===== src/rtl/uart_tx_arbiter.sv =====
// N-way requester arbiter feeding a single byte-wide UART transmitter, with timeout and sticky error.
// Define UART_ARB_RR_EN for round-robin arbitration; the default build uses fixed lowest-index priority.
module uart_tx_arbiter #(
  parameter int unsigned NREQ    = 4,
  parameter int unsigned TIMEOUT = 1023
) (
  input  logic                clk,
  input  logic                rst_n,
  input  logic [NREQ-1:0]     req,
  input  logic [8*NREQ-1:0]   req_data,
  output logic [NREQ-1:0]     ack,
  input  logic                err_clr,
  output logic [7:0]          uart_din,
  output logic                uart_wr_en,
  input  logic                uart_wr_rdy,
  output logic                busy,
  output logic [2:0]          last_grant,
  output logic [15:0]         tx_count,
  output logic                err
);

  localparam int unsigned IDX_W = 3;
  localparam int unsigned CNT_W = (TIMEOUT < 2) ? 1 : $clog2(TIMEOUT + 1);
  localparam logic [CNT_W-1:0] CNT_LAST = CNT_W'(TIMEOUT - 1);
  localparam logic [IDX_W-1:0] IDX_LAST = IDX_W'(NREQ - 1);

  typedef enum logic [1:0] {
    IDLE      = 2'd0,
    ISSUE     = 2'd1,
    WAIT_DONE = 2'd2
  } state_t;

  state_t              state;
  state_t              state_d;
  logic [CNT_W-1:0]    cnt;
  logic [CNT_W-1:0]    cnt_d;
  logic [NREQ-1:0]     ack_d;
  logic [7:0]          uart_din_d;
  logic                uart_wr_en_d;
  logic                busy_d;
  logic [IDX_W-1:0]    last_grant_d;
  logic [15:0]         tx_count_d;
  logic                err_d;

  logic [IDX_W-1:0]    start_c;
  logic [NREQ-1:0]     rot_c;
  logic                found_c;
  logic [IDX_W-1:0]    winner_c;
  logic [7:0]          win_byte_c;
  logic                grant_c;
  logic                timeout_c;

  // Arbitration: rotate requests so the search start sits at bit 0, then pick the lowest set bit.
  always_comb begin
`ifdef UART_ARB_RR_EN
    start_c = (last_grant == IDX_LAST) ? '0 : last_grant + IDX_W'(1);
`else
    start_c = '0;
`endif
    rot_c    = NREQ'({req, req} >> start_c);
    found_c  = 1'b0;
    winner_c = '0;
    for (int unsigned i = 0; i < NREQ; i++) begin
      if (!found_c && rot_c[i]) begin
        found_c  = 1'b1;
        winner_c = IDX_W'((32'(start_c) + i) % NREQ);
      end
    end
    win_byte_c = '0;
    for (int unsigned i = 0; i < NREQ; i++) begin
      if (IDX_W'(i) == winner_c) win_byte_c = req_data[8*i +: 8];
    end
    grant_c = (state == IDLE) && found_c && uart_wr_rdy;
  end

  // State and registered outputs
  always_ff @(posedge clk or negedge rst_n) begin
    if (!rst_n) begin
      state      <= IDLE;
      cnt        <= '0;
      ack        <= '0;
      uart_din   <= '0;
      uart_wr_en <= 1'b0;
      busy       <= 1'b0;
      last_grant <= IDX_LAST;
      tx_count   <= '0;
      err        <= 1'b0;
    end else begin
      state      <= state_d;
      cnt        <= cnt_d;
      ack        <= ack_d;
      uart_din   <= uart_din_d;
      uart_wr_en <= uart_wr_en_d;
      busy       <= busy_d;
      last_grant <= last_grant_d;
      tx_count   <= tx_count_d;
      err        <= err_d;
    end
  end

  // Next state; successful UART handshake wins over a coincident timeout
  always_comb begin
    state_d   = state;
    timeout_c = 1'b0;
    case (state)
      IDLE: begin
        if (grant_c) state_d = ISSUE;
      end
      ISSUE: begin
        if (!uart_wr_rdy) begin
          state_d = WAIT_DONE;
        end else if (cnt >= CNT_LAST) begin
          state_d   = IDLE;
          timeout_c = 1'b1;
        end
      end
      WAIT_DONE: begin
        if (uart_wr_rdy) begin
          state_d = IDLE;
        end else if (cnt >= CNT_LAST) begin
          state_d   = IDLE;
          timeout_c = 1'b1;
        end
      end
      default: state_d = IDLE;
    endcase
  end

  // Next values of the registered outputs and the timeout counter
  always_comb begin
    ack_d        = '0;
    uart_din_d   = uart_din;
    uart_wr_en_d = (state_d == ISSUE);
    busy_d       = (state_d != IDLE);
    last_grant_d = last_grant;
    tx_count_d   = tx_count;
    err_d        = err;
    cnt_d        = cnt;

    if (grant_c) begin
      ack_d        = NREQ'(1) << winner_c;
      uart_din_d   = win_byte_c;
      last_grant_d = winner_c;
      cnt_d        = '0;
    end else if (state != IDLE) begin
      cnt_d = cnt + CNT_W'(1);
    end

    if ((state == WAIT_DONE) && uart_wr_rdy) tx_count_d = tx_count + 16'd1;

    if (timeout_c) begin
      err_d = 1'b1;
    end else if (err_clr) begin
      err_d = 1'b0;
    end
  end

endmodule


===== config.mk =====
export PLATFORM = sky130hd
export DESIGN_NAME = uart_tx_arbiter
export DESIGN_NICKNAME = d
export VERILOG_FILES = /design/src/rtl/uart_tx_arbiter.sv
export SDC_FILE = /design/constraint.sdc
export NUM_CORES = 1
export LEC_CHECK = 0
export ABC_AREA = 1
export ABC_CLOCK_PERIOD_IN_PS = 1900
export BUFFER_PORTS_ARGS = -buffer_cell sky130_fd_sc_hd__buf_2
export CAP_MARGIN = 0
export CELL_PAD_IN_SITES_DETAIL_PLACEMENT = 0
export CELL_PAD_IN_SITES_GLOBAL_PLACEMENT = 2
export CORE_MARGIN = 5
export CORE_UTILIZATION = 28
export DETAILED_ROUTE_END_ITERATION = 7
export PLACE_DENSITY = 0.84
export SLEW_MARGIN = 0
export SYNTH_ARGS = -nofsm -noshare
export SYNTH_HDL_FRONTEND = slang
export SYNTH_SLANG_ARGS = --single-unit

===== constraint.sdc =====
create_clock -name clk -period 1.9 [get_ports clk]
set_input_delay 0 -clock clk [delete_from_list [all_inputs] [get_ports clk]]
set_output_delay 0 -clock clk [all_outputs]
set_load 0.02 [all_outputs]

==> metrics.md, run 1 <==
| Metric | Value |
|---|---|
| Worst path required time | `between 2 and 2.5 ns` |
| Post-Synth Adder-Cell Area | `around 3.6%` |
| TritonCTS clock tree | `yes` |
| Internal Power | `1.85 mW` |
| # IOs | `between 70 and 80` |
| #FFs+latches synth | `45` |
| Htree depth | `2` |
| Dpl ws | `approximately 0.17 ns` |
| Core footprint | `0.00830 mm^2` |
| Worst hold path depth | `5` |
| Multiplexer share of the synthesized area | `0%` |
| Multi-input gate area in the final layout | `roughly 0.0011 mm^2` |
| CP arrival | `roughly 1.9 ns` |
| Fraction of layout cells with a size suffix above 1 | `between 20% and 30%` |
| Clk pwr share | `about a fifth` |
| Max Clk Rate | `around 600 MHz` |
| Crit path max fanout | `20` |
| Post-synthesis compound-gate area fraction | `3.74%` |
| Drt via density | `about 4.4` |
| Skew final | `between 0.006 and 0.007 ns` |
| Mapped Area | `~0.0024 mm^2` |
| Clk slew on worst S/H paths | `0.10 ns` |
| Routed WL | `6.21 mm` |
| Overflow after GRT | `0` |
| Largest net degree at the start of global routing | `29` |
| Reg2reg path depth | `7` |
| Switching power | `between 1 and 1.5 mW` |
| Net count, final | `439` |
| Maximum vdd ir drop | `about 0.32 mV` |
| GP Congestion | `0.767` |
| Initial Util | `between 20% and 30%` |
| DIE HEIGHT | `slightly above 100 um` |
| Fillers | `~890` |
| Final ANT Viol Nets | `0` |
| Total number of vias | `2200` |
| Num CTS Buffers | `5` |
| Placed Cells | `484` |
| Slew Viols, Final | `0` |
| Slew Limit Headroom | `59.0%` |
| Die width | `103 um` |
| First-pass GRT wire length | `about 10 mm` |
| Leakage | `about 1.6 nW` |
| Die area | `~0.011 mm^2` |
| DPL Wire Length | `4.77 mm` |
| Status | `completed` |
| Ratio of total power to cell area | `approximately 1000 mW/mm^2` |
| Flop pwr share | `about 43%` |
| Crit path time final | `approximately 1.7 ns` |
| FF+latch area | `0.00113 mm^2` |
| Gate power share | `between 30% and 40%` |
| Syn Area/Cell | `7.79 um^2` |
| Site Rows | `33` |
| Initial DRT Pass Iterations | `4` |
| Final Util | `between 30% and 40%` |
| Vias in the first global route | `~2200` |
| RSZ-0062 raised after global routing | `yes` |
| Hold Path Origin | `req_data[26]` |
| Worst min-delay path class | `in -> reg` |
| Critical R2R Capture | `cnt[7]` |
| Max Root-Sink Buffers | `2` |
| Clk Latency, worst-skew pair | `around 0.30 ns` |
| TritonCTS Sinks | `45` |
| Cells after Synth | `a little over 300` |
| Tcrit/Tclk final | `about nine tenths` |
| Max-cap violations | `0` |
| Mapped Nets | `between 300 and 400` |
| Xor/xnor cell area share of the yosys netlist | `under 10%` |
| Area fraction of the dominant cell type after synthesis | `~45%` |
| Sw frac | `41.0%` |
| Layout Cell Area excl Fill | `0.00305 mm^2` |
| Area after DPL | `just under 0.003 mm^2` |
| Largest family of logic cells by synthesized area | `simple AND/OR/NAND/NOR gates` |
| Initial detailed-routing violation count | `between 60 and 70` |
| Yosys warning count | `0` |
| Dominant cells by area after synthesis | `dfrtp_1 (45%), nand2_1 (16%), inv_1 (5.8%), nand3_1 (4.8%), ha_1 (3.6%)` |
| DRC Markers | `0` |
| Critical setup path kind | `reg -> reg` |
| I/O Buffers | `72` |
| Initial antenna violation count | `0` |
| Post-synthesis sequential area ratio | `between 40% and 50%` |
| Worst Hold Path EP | `uart_din[2]` |
| Global-route usage over all layers | `12.2%` |
| Area Overhead vs Synth | `26.8%` |
| Setup crit end kind | `register` |
| Final setup violating endpoints | `0` |
| Actual slew at the worst max-slew pin | `0.615 ns` |
| RR Startpoint | `state[0]` |
| Worst setup margin | `around 0.19 ns` |
| Avg WL per Cell | `approximately 12 um` |
| Number of diodes | `0` |
| Register-to-register setup slack | `0.19 ns` |
| Layout Cells excl Fill | `498` |
| Worst setup SP type | `register` |
| Final Hold Viols | `0` |
| CTS root buf | `clkbuf_8` |
| Simple-gate share of the synthesized area | `a little over a third` |
| Leading area contributor after synthesis | `dfrtp_1` |
| Distinct cells, synth | `32` |
[cell usage after synthesis]
master / number
xnor2_1: 4
o21ai_1: 2
nor3_4: 2
conb_1: 1
nand3_1: 23
buf_2: 3
nor2_2: 5
ha_1: 7
o22ai_1: 1
o21ai_0: 6
or2_2: 1
nor2_1: 20
and3_1: 1
dfstp_2: 2
nor3_1: 7
nand3b_1: 1
a31oi_1: 1
inv_1: 37
inv_2: 2
buf_4: 1
a21oi_1: 6
o211ai_1: 1
xor2_1: 5
nand3_2: 2
dfrtp_1: 43
nand4_1: 14
nor4_1: 1
clkbuf_1: 1
nand2_2: 2
nand2_1: 105
nand2_4: 1
clkinv_1: 1
[cell usage in the layout, fill, tap and decap left out, types with 2 or more instances in the layout]
cell and count:
nand2_1 105, buf_2 72, dfrtp_1 43, inv_1 37, nand3_1 23, nor2_1 19
nand4_1 14, ha_1 7, nor2_2 6, nor3_1 6, o21ai_0 6, a21oi_1 6
dlygate4sd3_1 6, xor2_1 5, clkbuf_8 5, xnor2_1 4, buf_4 3, inv_2 2
o21ai_1 2, nand2_2 2, nand3_2 2, nor3_4 2, dfstp_2 2
[per-layer routing]
metal | up-vias | track usage [%] | share of wire, %
met5 | - | 0 | 0
met4 | 0 | 2.42 | 0.37
met3 | 2 | 2.77 | 3.8
met2 | 34 | 21.9 | 49
met1 | 1019 | 15.1 | 47
li1 | 1145 | - | -
[repair_timing]
action                                  CTS  global route
setup buffers                             0             0
gates resized for setup                   0             2
endpoints found under the setup margin    0             1
hold buffers                              6             0
hold endpoints to repair                 20             0
[worst max-delay path, stage by stage (launching register included)]
cell	delay, ns
dfrtp_1	0.40
inv_1	0.09
ha_1	0.27
inv_2	0.09
nor2_2	0.04
inv_1	0.45
o21ai_0	0.17
nor2_1	0.12
[cell families after synthesis]
family,after synthesis
buffers and inverters,45
XOR/XNOR,9
flip-flops,45
AO/OA/AOI/OAI,17
other,1
AND/OR/NAND/NOR,185
adder cells (fa/ha/maj),7
[power by group through the flow]
| stage | combinational [mW] | clock (mW) | sequential [mW] |
|---|---|---|---|
| final | 1.17 | 0.622 | 1.35 |
| after global routing | 1.31 | 0.691 | 1.38 |
| after CTS | 1.18 | 0.648 | 1.36 |
| after detailed placement | 1.16 | 0 | 1.37 |
| after global placement | 1.16 | 0 | 1.37 |
| after floorplan | 0.581 | 0 | 1.55 |
[cell type report]
| cell class | count | area share, % |
|---|---|---|
| Clock buffer | 5 | 2.26 |
| Clock inverter | 3 | 0.697 |
| Inverter | 40 | 4.92 |
| Multi-Input combinational cell | 219 | 36.3 |
| Sequential cell | 45 | 37.0 |
| Tap cell | 105 | 4.31 |
| Timing Repair Buffer | 81 | 14.5 |
[sequential cells by signal (all words and copies together), names as in the netlist]
signal / cells
last_grant: 2
err: 1
cnt: 10
tx_count: 16
ack: 4
busy: 1
uart_din: 8
state: 2
uart_wr_en: 1
[stage by stage]
stage / hold WS, ns / power (mW) / TNS, ns
2_1_floorplan: -0.296 / 2.13 / 0
3_3_place_gp: -0.0299 / 2.53 / 0
3_5_place_dp: -0.0245 / 2.54 / 0
4_1_cts: 0.000245 / 3.18 / 0
5_1_grt: 0.00767 / 3.38 / -0.00934
6_report: 0.00494 / 3.14 / 0
[how the worst max path moves through the flow]
| stage | from | endpoint | cells after the start |
|---|---|---|---|
| final | state[0] | cnt[7] | 7 |
| after global routing | state[0] | cnt[7] | 7 |
| after CTS | state[0] | cnt[9] | 9 |
| after detailed placement | state[0] | cnt[9] | 9 |
| after global placement | state[0] | cnt[7] | 7 |
| after floorplan | state[0] | tx_count[14] | 11 |
Power figures use the tool's default switching activity.
==> run 2: changes to the inputs <==
--- a/config.mk
+++ b/config.mk
@@ -15,6 +15,7 @@
 export CORE_UTILIZATION = 28
 export DETAILED_ROUTE_END_ITERATION = 7
 export PLACE_DENSITY = 0.84
+export RECOVER_POWER = 100
 export SLEW_MARGIN = 0
 export SYNTH_ARGS = -nofsm -noshare
 export SYNTH_HDL_FRONTEND = slang
==> run 2 against run 1 <==
Via count grew 0.27%; sequential power is essentially flat; global-route usage is the same; clock skew is essentially flat; routed wire length is essentially flat; register-to-register slack lost 0.02 ns; critical path type unchanged; first-iteration DRC count shrank 11%; largest cell class unchanged; highest routed layer unchanged; design area shrank 1.8%; setup slack lost 0.019 ns; non-clock buffer count is the same.
==> metrics.md, run 2 (synthesized netlist as in run 1, its figures left out) <==
| Metric | Value |
|---|---|
| DRC Markers | `0` |
| RR Startpoint | `state[0]` |
| RSZ-0062 raised after global routing | `yes` |
| CP top delay family | `simple AND/OR/NAND/NOR gates` |
| TritonCTS clock tree | `yes` |
| Sw frac | `between 40% and 50%` |
| Htree depth | `2` |
| Site Rows | `33` |
| Clk slew on worst S/H paths | `about 0.10 ns` |
| Die width | `around 100 um` |
| Drt via density | `between 4 and 5` |
| Critical setup path kind | `reg -> reg` |
| CP max-delay cell | `dfrtp_1` |
| Fraction of layout cells with a size suffix above 1 | `between 15 and 20%` |
| Crit path top cell by count | `nand2_1` |
| Hold Path Origin | `req_data[26]` |
| Initial antenna violation count | `0` |
| Setup crit end kind | `register` |
| Tcrit/Tclk final | `between 90% and 100%` |
| CP peak stage delay | `approximately 0.42 ns` |
| TritonCTS Sinks | `45` |
| Overflow after GRT | `0` |
| Fillers | `just over 900` |
| Worst setup SP type | `register` |
| WP buf/inv | `3` |
| Crit path max fanout | `6` |
| Slew Viols, Final | `0` |
| Initial detailed-routing violation count | `between 50 and 60` |
| # IOs | `between 70 and 80` |
| Leakage | `1.52 nW` |
| Register-to-register setup slack | `0.17 ns` |
| Num CTS Buffers | `5` |
| Avg WL per Cell | `12.5 um` |
| Top reg by flops | `tx_count` |
| Max FFs per register | `16` |
| Worst setup startpoint | `state[0]` |
| Maximum vdd ir drop | `approximately 0.32 mV` |
| Initial DRT Pass Iterations | `4` |
| GP Congestion | `0.767` |
| Max-cap violations | `0` |
| Net count, final | `approximately 440` |
| Cell Chain, Critical Path | `inv_1, ha_1, nand2_4, inv_2, nand3_2, nor3_4, nand2_1, clkinv_1, nand2_1, nand2_1, nand2_1` |
| DIE HEIGHT | `103 um` |
| Max Root-Sink Buffers | `2` |
| Number of diodes | `0` |
| Largest net degree at the start of global routing | `29` |
| FF+latch area | `about 0.0011 mm^2` |
| Vias in the first global route | `around 2200` |
| Initial Util | `between 20% and 30%` |
| Multi-input gate area in the final layout | `roughly 0.0011 mm^2` |
| Actual slew at the worst max-slew pin | `around 1 ns` |
| CTS root buf | `clkbuf_8` |
| Routed WL | `between 6 and 7 mm` |
| Worst path required time | `approximately 2.1 ns` |
| Core footprint | `0.00830 mm^2` |
| Setup Fix Bufs, Post-CTS | `0` |
| Internal Power | `between 1.5 and 2 mW` |
| Switching power | `roughly 1.3 mW` |
| CP arrival | `between 1.5 and 2 ns` |
| Final Hold Viols | `0` |
| Crit path time final | `between 1.5 and 2 ns` |
| Clk pwr share | `20.1%` |
| Worst min-delay path class | `in -> reg` |
| Die area | `roughly 0.011 mm^2` |
| Flop pwr share | `between 40 and 50%` |
| Global-route usage over all layers | `~12%` |
| Total power | `roughly 3.1 mW` |
| Largest registers | `tx_count (16), cnt (10), uart_din (8)` |
| Area Overhead vs Synth | `24.5%` |
| Area after DPL | `around 0.0029 mm^2` |
| Most common cell after layout, fill and taps aside | `nand2_1` |
| Slew Limit Headroom | `between 30% and 40%` |
| Final setup violating endpoints | `0` |
| Skew final | `between 0.006 and 0.007 ns` |
| Gate power share | `a little over a third` |
| Commonest cells after routing, fill and taps aside | `nand2_1 (106), dfrtp_1 (43), buf_2 (38), inv_1 (37), clkbuf_1 (34)` |
| Layout Cell Area excl Fill | `0.00300 mm^2` |
| Total number of vias | `2206` |
| Ratio of total power to cell area | `a little over 1000 mW/mm^2` |
| Clk Latency, worst-skew pair | `0.30 ns` |
| Status | `completed` |
| First-pass GRT wire length | `between 10 and 15 mm` |
| I/O Buffers | `slightly above 70` |
| Max Clk Rate | `slightly below 600 MHz` |
| Final ANT Viol Nets | `0` |
| DPL Wire Length | `roughly 4.8 mm` |
[run 2: cell count changes in the layout (fill, tap and decap cells not counted)]
cell,before,now
nor2_1,19,21
nand3_1,23,24
nand2_2,2,1
clkbuf_1,0,34
nor2_2,6,4
clkbuf_4,0,1
nand2_1,105,106
buf_2,72,38
nand3_2,2,1
buf_4,3,2
[run 2: final cells by class]
type / instances / share of cell area (%)
repair buffers: 81 / 13.4
flip-flops and latches: 45 / 37.7
inverters: 40 / 5.01
clock buffers: 5 / 2.30
well taps: 105 / 4.38
multi-input cells: 219 / 36.6
clock inverters: 3 / 0.710
[run 2: worst paths after layout]
check | cells after the start | to
setup / recovery | 11 | tx_count[14]
setup reg to reg | 11 | tx_count[14]
hold reg to reg | 2 | uart_din[0]
min in group asynchronous | 2 | ack[1]
max in group asynchronous | 3 | last_grant[1]
hold / removal | 5 | uart_din[2]
[run 2: metrics by stage]
| stage | utilization, % | setup slack (ns) | std cells | hold WS, ns | setup TNS [ns] |
|---|---|---|---|---|---|
| floorplan | - | 0.368 | 309 | -0.296 | 0 |
| global placement | 34.9 | 0.221 | 484 | -0.0299 | 0 |
| detailed placement | 34.9 | 0.174 | 484 | -0.0245 | 0 |
| CTS | 36.7 | 0.155 | 498 | 0.000245 | 0 |
| global route | 36.1 | -0.00934 | 498 | 0.00767 | -0.0109 |
| finish | 36.1 | 0.172 | 498 | 0.00604 | 0 |
[run 2: metal layers]
layer  track usage [%]  vias up  part of all wire [%]  routed length, um
li1                  -     1145                     -                  -
met1              15.1     1025                    47               2920
met2              21.9       32                    48               3010
met3              2.77        4                   4.0                246
met4              2.42        0                  0.63                 39
met5                 0        -                     0                  0
[run 2: timing repair]
action	CTS	global route
endpoints found under the setup margin	0	1
hold endpoints to repair	20	0
gates resized for setup	0	2
hold buffers	6	0
[run 2: worst register-to-register path, stage by stage (launching register included)]
cell      delay (ns)
dfrtp_1         0.42
inv_1           0.11
ha_1            0.22
nand2_4         0.10
inv_2           0.12
nand3_2         0.10
nor3_4          0.18
nand2_1         0.14
clkinv_1        0.09
nand2_1         0.05
nand2_1         0.06
nand2_1         0.04
[run 2: power groups by stage]
stage	clock network, mW	registers, mW	logic [mW]
2_1_floorplan	0	1.55	0.581
3_3_place_gp	0	1.37	1.16
3_5_place_dp	0	1.37	1.16
4_1_cts	0.648	1.36	1.18
5_1_grt	0.691	1.39	1.26
6_report	0.620	1.35	1.12
==> run 3: changes to the inputs <==
--- a/config.mk
+++ b/config.mk
@@ -14,8 +14,10 @@
 export CORE_MARGIN = 5
 export CORE_UTILIZATION = 28
 export DETAILED_ROUTE_END_ITERATION = 7
+export GPL_TIMING_DRIVEN = 0
 export PLACE_DENSITY = 0.84
 export RECOVER_POWER = 100
+export SETUP_SLACK_MARGIN = 0.2
 export SLEW_MARGIN = 0
 export SYNTH_ARGS = -nofsm -noshare
 export SYNTH_HDL_FRONTEND = slang
==> run 3 against run 2 <==
Critical path depth is the same; via count grew 3.3%; routed wire length grew 1.2%; worst hold slack gained 0.0078 ns; setup slack gained 0.092 ns; combinational power grew 8%; maximum frequency grew 5.6%; critical path type unchanged; critical endpoint unchanged; largest cell class unchanged; largest power group unchanged; highest routed layer unchanged.
==> metrics.md, run 3 (synthesized netlist as in run 1, its figures left out) <==
| Metric | Value |
|---|---|
| Area Overhead vs Synth | `29.1%` |
| Overflow after GRT | `0` |
| Htree depth | `2` |
| Dpl ws | `between 0.1 and 0.15 ns` |
| Layout Cells excl Fill | `approximately 500` |
| Ratio of total power to cell area | `between 1000 and 1500 mW/mm^2` |
| Tcrit/Tclk final | `roughly 86%` |
| Die width | `between 100 and 150 um` |
| Most common cell after layout, fill and taps aside | `nand2_1` |
| Status | `completed` |
| DIE HEIGHT | `between 100 and 150 um` |
| Global-route usage over all layers | `around an eighth` |
| Drt via density | `between 4 and 5` |
| RR Startpoint | `state[0]` |
| DPL Wire Length | `around 4.7 mm` |
| Final setup violating endpoints | `0` |
| CTS root buf | `clkbuf_8` |
| Worst setup startpoint | `state[0]` |
| Hold Path Origin | `req_data[30]` |
| Crit path max fanout | `6` |
| DRC Markers | `0` |
| Number of diodes | `0` |
| Hold_ws | `approximately 0.014 ns` |
| Skew final | `~0.014 ns` |
| Max Clk Rate | `a little over 600 MHz` |
| Leakage | `1.56 nW` |
| Worst min-delay path class | `in -> reg` |
| Slew Viols, Final | `0` |
| Net count, final | `between 400 and 500` |
| Max Root-Sink Buffers | `2` |
| Site Rows | `33` |
| CP top delay family | `simple AND/OR/NAND/NOR gates` |
| Clk Latency, worst-skew pair | `slightly above 0.3 ns` |
| Final ANT Viol Nets | `0` |
| Largest net degree at the start of global routing | `46` |
| Clk slew on worst S/H paths | `0.10 ns` |
| Setup_tns | `0 ns` |
| Avg WL per Cell | `between 10 and 15 um` |
| Initial DRT Pass Iterations | `4` |
| Critical setup path kind | `reg -> reg` |
| Max FFs per register | `16` |
| CP peak stage delay | `0.39 ns` |
| Core footprint | `approximately 0.0083 mm^2` |
| WP buf/inv | `3` |
| Commonest cells after routing, fill and taps aside | `nand2_1 (105), dfrtp_1 (43), buf_2 (40), inv_1 (37), clkbuf_1 (36)` |
| Vias in the first global route | `2265` |
| Die area | `roughly 0.011 mm^2` |
| Top reg by flops | `tx_count` |
| Setup crit end kind | `register` |
| Num CTS Buffers | `5` |
| Largest registers | `tx_count (16), cnt (10), uart_din (8)` |
| Cell Chain, Critical Path | `inv_1, ha_1, nand2_4, inv_4, nand3_2, nor3_4, nand2_1, clkinv_1, nand2_1, nand2_1, nand2_1` |
| Total number of vias | `between 2000 and 2500` |
| Initial Util | `between 20% and 30%` |
| First-pass GRT wire length | `about 10 mm` |
| TritonCTS clock tree | `yes` |
| # IOs | `between 70 and 80` |
| Final Hold Viols | `0` |
| Placed Cells | `486` |
| Fraction of layout cells with a size suffix above 1 | `around 17%` |
| Slew Limit Headroom | `22.4%` |
| Max-cap violations | `0` |
| CP max-delay cell | `dfrtp_1` |
| TritonCTS Sinks | `between 40 and 50` |
| Worst setup margin | `0.264 ns` |
| Crit path time final | `roughly 1.6 ns` |
| GP Congestion | `0.786` |
| Worst path required time | `around 2.1 ns` |
| Actual slew at the worst max-slew pin | `approximately 1.2 ns` |
| Routed WL | `around 6.3 mm` |
| Initial antenna violation count | `0` |
| Maximum vdd ir drop | `approximately 0.32 mV` |
| Initial detailed-routing violation count | `around 50` |
| CP arrival | `about 1.9 ns` |
| Worst setup SP type | `register` |
| Crit path top cell by count | `nand2_1` |
| I/O Buffers | `72` |
| RSZ-0062 raised after global routing | `no` |
-- run 3: cell count changes in the layout (fill, tap and decap cells not counted), moves of 2 or more --
cell | before | now
buf_2 | 38 | 40
buf_4 | 2 | 4
dlygate4sd3_1 | 6 | 11
nor2_2 | 4 | 2
clkbuf_1 | 34 | 36
nor2_4 | 0 | 2
-- run 3: worst paths after layout --
kind | endpoint | slack, ns | depth (start not counted)
hold / removal | uart_din[6] | 0.01 | 5
hold reg to reg | uart_din[3] | 0.48 | 2
setup reg to reg | tx_count[14] | 0.26 | 11
max in group asynchronous | cnt[3] | 0.73 | 2
setup / recovery | tx_count[14] | 0.26 | 11
min in group asynchronous | tx_count[9] | 0.46 | 2
-- run 3: power by group --
group	switching, mW	internal [mW]	total, mW
Sequential	0.155	1.19	1.34
Clock	0.352	0.260	0.612
Combinational	0.798	0.416	1.21
-- run 3: stage by stage --
stage	power, mW	cell area, um^2	utilization (%)
finish	3.17	3110	37.4
global route	3.42	3110	37.4
CTS	3.21	3120	37.6
detailed placement	2.54	2900	34.9
global placement	2.53	2900	34.9
floorplan	2.13	2410	-
-- run 3: worst min-delay path, stage by stage --
cell,delay (ns)
buf_2,0.08
nand2_1,0.04
nand4_1,0.07
nand2_1,0.05
nand2_1,0.05
-- run 3: repair_timing --
action / 4_1_cts / 5_1_grt
pin swaps: 1 / 2
gates resized for setup: 4 / 8
hold buffers: 11 / 0
setup buffers: 2 / 2
endpoints found under the setup margin: 3 / 22
hold endpoints to repair: 51 / 0
cloned: 0 / 0
-- run 3: cell type report --
| cell class | instances | area (um^2) |
|---|---|---|
| Clock inverter | 2 | 15.0 |
| Clock buffer | 6 | 72.6 |
| Fill cell | 862 | 5190 |
| Multi-Input combinational cell | 219 | 1120 |
| Inverter | 40 | 153 |
| Buffer | 5 | 25.0 |
| Tap cell | 105 | 131 |
| Sequential cell | 45 | 1130 |
| Timing Repair Buffer | 87 | 459 |
-- run 3: metal layers --
metal | vias up | global-route usage (%) | routed length [um]
li1 | 1164 | - | -
met1 | 1065 | 15.3 | 2870
met2 | 40 | 21.0 | 3000
met3 | 10 | 2.30 | 301
met4 | 0 | 4.94 | 113
met5 | - | 0 | 0
